--- src/rtl/hk_dna_reader.sv ---
// DNA_PORT sequencer: pulses READ for one dna_clk period, then shifts DNA_W bits
// out of the primitive and publishes them atomically with a sticky done flag.
module hk_dna_reader #(
  parameter int unsigned CLK_DIV = 4,
  parameter int unsigned DNA_W   = 57
) (
  input  logic             clk_i,
  input  logic             rst_i,
  input  logic             start_i,
  output logic             busy_o,
  output logic             done_o,
  output logic [DNA_W-1:0] dna_value_o,
  output logic [7:0]       rd_cnt_o,
  output logic             dna_clk_o,
  output logic             dna_read_o,
  output logic             dna_shift_o,
  output logic             dna_din_o,
  input  logic             dna_dout_i
);

  localparam int unsigned PH_W = $clog2(2 * CLK_DIV);
  localparam int unsigned BC_W = $clog2(DNA_W);
  localparam logic [PH_W-1:0] PH_SAMPLE = PH_W'(CLK_DIV - 1);
  localparam logic [PH_W-1:0] PH_LAST   = PH_W'(2 * CLK_DIV - 1);
  localparam logic [BC_W-1:0] BC_LAST   = BC_W'(DNA_W - 1);

  typedef enum logic [1:0] {IDLE, LOAD, SHIFT} state_t;

  state_t          state;
  logic            auto_start;
  logic [PH_W-1:0] phase;
  logic [BC_W-1:0] bit_cnt;
  logic [DNA_W-1:0] sr;
  logic [DNA_W-1:0] sr_next;
  logic            clk_next;

  assign sr_next   = {sr[DNA_W-2:0], dna_dout_i};
  // dna_clk level for phase+1; only used where phase is not about to wrap
  assign clk_next  = (32'(phase) + 32'd1) >= CLK_DIV;
  assign dna_din_o = 1'b0;

  always_ff @(posedge clk_i) begin
    if (rst_i) begin
      state       <= IDLE;
      auto_start  <= 1'b1;
      phase       <= '0;
      bit_cnt     <= '0;
      sr          <= '0;
      busy_o      <= 1'b0;
      done_o      <= 1'b0;
      dna_value_o <= '0;
      rd_cnt_o    <= '0;
      dna_clk_o   <= 1'b0;
      dna_read_o  <= 1'b0;
      dna_shift_o <= 1'b0;
    end else begin
      case (state)
        IDLE: begin
          if (start_i || auto_start) begin
            state      <= LOAD;
            phase      <= '0;
            auto_start <= 1'b0;
            done_o     <= 1'b0;
            busy_o     <= 1'b1;
            dna_read_o <= 1'b1;
            dna_clk_o  <= 1'b0;
          end
        end
        LOAD: begin
          if (phase == PH_LAST) begin
            state       <= SHIFT;
            phase       <= '0;
            bit_cnt     <= '0;
            dna_read_o  <= 1'b0;
            dna_shift_o <= 1'b1;
            dna_clk_o   <= 1'b0;
          end else begin
            phase     <= phase + 1'b1;
            dna_clk_o <= clk_next;
          end
        end
        SHIFT: begin
          if (phase == PH_SAMPLE) begin
            sr      <= sr_next;
            bit_cnt <= bit_cnt + 1'b1;
          end
          // Final sample: publish and stop before issuing another rising edge
          if (phase == PH_SAMPLE && bit_cnt == BC_LAST) begin
            state       <= IDLE;
            phase       <= '0;
            dna_value_o <= sr_next;
            done_o      <= 1'b1;
            rd_cnt_o    <= rd_cnt_o + 8'd1;
            busy_o      <= 1'b0;
            dna_shift_o <= 1'b0;
            dna_clk_o   <= 1'b0;
          end else if (phase == PH_LAST) begin
            phase     <= '0;
            dna_clk_o <= 1'b0;
          end else begin
            phase     <= phase + 1'b1;
            dna_clk_o <= clk_next;
          end
        end
        default: state <= IDLE;
      endcase
    end
  end

endmodule

--- config.mk ---
export PLATFORM = sky130hd
export DESIGN_NAME = hk_dna_reader
export DESIGN_NICKNAME = d
export VERILOG_FILES = /design/src/rtl/hk_dna_reader.sv
export SDC_FILE = /design/constraint.sdc
export NUM_CORES = 1
export LEC_CHECK = 0
export CAP_MARGIN = 20
export CORE_MARGIN = 5
export CORE_UTILIZATION = 45
export CTS_BUF_LIST = sky130_fd_sc_hd__clkbuf_4 sky130_fd_sc_hd__clkbuf_8 sky130_fd_sc_hd__clkbuf_16
export CTS_CLUSTER_DIAMETER = 50
export DETAILED_ROUTE_END_ITERATION = 8
export PLACE_DENSITY = 0.68
export SLEW_MARGIN = 40
export SYNTH_ARGS = -nofsm -noshare
export SYNTH_HDL_FRONTEND = slang
export SYNTH_SLANG_ARGS = --single-unit
--- constraint.sdc ---
create_clock -name clk_i -period 2.13 [get_ports clk_i]
set_input_delay 0.639 -clock clk_i [delete_from_list [all_inputs] [get_ports clk_i]]
set_output_delay 0.639 -clock clk_i [all_outputs]
set_load 0.1 [all_outputs]
==> summary by stage <==
Floorplanning
The placement row count is 39. The floorplan step defined a die boundary enclosing 0.0138 sq mm. Measured along the y axis, the die boundary spans 117 um.

The total area inside the core boundary comes to 0.0114 sq mm. The width of the die is 117 um. The initial utilization of the core area, before any placement, comes to 0.456. 75 I/O pins were placed.

Placed design
Buffers placed on the I/O ports in this run total 73. Detailed placement finished with a half-perimeter wire length of 7530 um. Once placement finished, the instance area stood at 0.00628 sq mm. The congestion estimate from routability-driven global placement came to 0.829.

Yosys
The post-synthesis net count is 667. sky130_fd_sc_hd__dfxtp_1 takes more of the synthesized area than any other cell. In this run the mean area of a mapped cell was 7.94 sq um.

In the post-synthesis netlist, the biggest area contributors are sky130_fd_sc_hd__dfxtp_1, sky130_fd_sc_hd__nand2_1, sky130_fd_sc_hd__a21oi_1. Synthesis produced a netlist whose cell count is 653. For this run, the leading register cell type out of synthesis is sky130_fd_sc_hd__dfxtp_1. The combined area of all synthesized cells is 0.00518 sq mm. The number of different library cells used by synthesis comes to 43. The share of the synthesized area in the top cell type is 0.533. The number of enable-type register cells in the synthesized netlist is 0. The number of synthesized register bits is 138.

During synthesis, Yosys emitted a total of 0 warnings. Of the synthesized area, sequential elements account for 0.533. Counting flops with an async set or reset pin after synthesis yields a share of 0.

Clock tree
In this run, post-CTS hold repair placed 0 buffers. The number of sinks handled by clock tree synthesis is 138. The number of buffers added by the clock tree synthesis step is 17.

The buffer cell driving the clock tree root is sky130_fd_sc_hd__clkbuf_16. CTS built an H-tree with a depth of 4. The clock transition at the registers of the reported paths is 0.06 ns. TritonCTS built the clock tree. At the later pin of the worst-skew pair, clock insertion delay measures 0.41 ns.

Counting along the longest clock path gives a buffer depth of 2.

Power and ir drop
Of the total power, combinational logic draws 0.069. In this run the static leakage power is 2.45 nW. Of the total power, the share spent switching nets is 0.236. Cell internal power was estimated by the tool at 4.38 mW. Dividing total power by cell area gives a power density of 839 mW/mm^2. Of the total power, the clock network draws 0.472. The share of total power dissipated in sequential elements is 0.459. The peak supply drop is 0.456 mV. The switching power is 1.35 mW.

Global routing
The pin count of the biggest net entering global routing is 57. The aggregate global-route resource usage is 0.166. The number of antenna violations at the first check in global routing is 0.

Summed over all layers, the global routing overflow is 0. The via count of the first global-routing pass was 4209. The global-route wire length before repair is 19300 um.

Final layout
The final core utilization is 0.601. After filler insertion, the fill cell instance count of the layout stands at 1018. 0 antenna diodes ended up in the layout. From synthesis to final layout, the design area changed by 31.8%. The share of post-route cells with drive strength above 1 is 0.175. The post-layout net count is 732. The area of all placed cells without fillers is 0.00683 sq mm.

Flow run
The total of max-cap violations is 0.

Timing
The worst-case clock skew is 0.00683 ns. The final hold slack is 0.454 ns. The shortest clock period the worst path allows after layout is 1.96 ns.

In the final timing run, aggregate negative setup slack is 0 ns. The post-route clock period utilization is 0.919. The number of failing hold endpoints at the final stage is 0. Setup repair after global routing left no endpoint under its margin. The upper clock frequency limit is 0.511 GHz.

The total count of max-transition violations in the final report was 0. Setup violations remaining at the end of the flow were counted as 0.

Detailed routing
The first detailed-routing pass took 5 iterations. The routed wire length is 11300 um. For this block, the via count after detailed routing is 4401.

After detailed routing, the average wire length per cell comes to 13.0 um. The number of design rule violations left after detail routing is 0. After detailed routing, the number of vias per cell comes to 5.04.

For this block, the initial DRC count from the detailed router was 364. Once detail routing completed, the nets flagged for antenna violations numbered 0.

Worst setup path
The required time of the critical path is 2.47 ns. The worst setup path category is flop to flop. STA classifies the critical path startpoint as a flop. Data arrives at the worst endpoint at 2.30 ns. Of all nets on the critical path, the largest fanout is 12. STA classifies the critical path endpoint as a flop.

Status
The flow ran to the end, and the final reports show no timing, DRC or antenna violations.

Min path
The path category of the worst min-delay check is flop to flop.
## cell type report
class / instances / area, sq um / share of cell area
clock buffers: 19 / 447 / 0.0654
well taps: 143 / 179 / 0.0262
clock inverters: 12 / 101 / 0.0148
inverters: 11 / 41.3 / 0.00604
flip-flops and latches: 138 / 2760 / 0.404
repair buffers: 91 / 1090 / 0.159
multi-input cells: 459 / 2210 / 0.324
## placed cells by master, fill, tap and decap left out, types with 3 or more instances in the layout
cell and instances:
sky130_fd_sc_hd__nand3b_1 3, sky130_fd_sc_hd__clkbuf_16 17, sky130_fd_sc_hd__nand2_1 237, sky130_fd_sc_hd__xnor2_1 5, sky130_fd_sc_hd__buf_12 32, sky130_fd_sc_hd__a31oi_1 5
sky130_fd_sc_hd__nor2_1 18, sky130_fd_sc_hd__clkinv_2 6, sky130_fd_sc_hd__a21oi_1 126, sky130_fd_sc_hd__ha_1 9, sky130_fd_sc_hd__nand3_1 7, sky130_fd_sc_hd__o31ai_1 5
sky130_fd_sc_hd__buf_4 57, sky130_fd_sc_hd__dfxtp_1 138, sky130_fd_sc_hd__nor3b_1 3, sky130_fd_sc_hd__inv_1 11, sky130_fd_sc_hd__o21ai_0 7
## synth_stat cells (all sizes together), types with 2 or more instances
library cell,number
a31oi,5
nand4,2
inv,11
nand3b,3
dfxtp,138
nor4,2
buf,16
nor2,18
nor3b,3
or3,2
a22oi,2
nor3,2
ha,10
a21oi,126
xnor2,5
nand4b,2
o31ai,5
nand3,8
nand2,238
and2,2
clkbuf,29
o21ai,7
## timing repair
item | in CTS | in global routing
endpoints found under the setup margin | 0 | 11
hold endpoints to repair | 0 | 0
setup buffers | 0 | 0
gates resized for setup | 0 | 2
## registers in the layout, indices dropped and copies added, names as in the netlist
name	flops
dna_value_o	57
sr	56
rd_cnt_o	8
bit_cnt	6
phase	3
state	2
auto_start	1
busy_o	1
dna_clk_o	1
dna_read_o	1
dna_shift_o	1
done_o	1
## worst max-delay path, stage by stage (launching register included)
cell and delay [ns]:
sky130_fd_sc_hd__dfxtp_1 0.38, sky130_fd_sc_hd__ha_1 0.20, sky130_fd_sc_hd__ha_1 0.17, sky130_fd_sc_hd__and4b_4 0.30, sky130_fd_sc_hd__nand3_4 0.14, sky130_fd_sc_hd__or4_1 0.55
sky130_fd_sc_hd__a21oi_1 0.15
## worst paths after layout
kind	from	to	slack (ns)	depth (start not counted)
setup reg to reg	phase[0]	rd_cnt_o[6]	0.17	6
hold / removal	dna_value_o[11]	dna_value_o[11]	0.45	2
hold reg to reg	dna_value_o[11]	dna_value_o[11]	0.45	2
setup / recovery	phase[0]	rd_cnt_o[6]	0.17	6
## stage by stage
step	instances	total power [mW]	setup WS, ns
after floorplan	653	2.96	0.0691
after global placement	842	3.07	0.0562
after detailed placement	842	3.08	0.0392
after CTS	873	5.78	0.0927
after global routing	873	5.96	0.0213
final	873	5.73	0.172
## power groups by stage
stage	logic, mW	registers (mW)	clock network (mW)
after global placement	0.385	2.69	0
after global routing	0.430	2.64	2.89
final	0.395	2.63	2.71
after floorplan	0.209	2.75	0
after CTS	0.394	2.63	2.75
after detailed placement	0.391	2.69	0
## logic make-up after synthesis
group / Yosys count / synth area share
AO/OA/AOI/OAI: 151 / 0.154
XOR/XNOR: 6 / 0.0101
adder cells (fa/ha/maj): 10 / 0.0241
buffers and inverters: 56 / 0.0437
flip-flops: 138 / 0.533
multiplexers: 1 / 0.00193
other: 1 / 0.000723
AND/OR/NAND/NOR: 290 / 0.232
## routing by layer
layer	track usage	up-vias	share of wire
li1	-	2274	-
met1	0.202	2027	0.45
met2	0.275	82	0.49
met3	0.0481	18	0.046
met4	0.0689	0	0.017
met5	0	-	0
(Power assumes the default switching activity.)
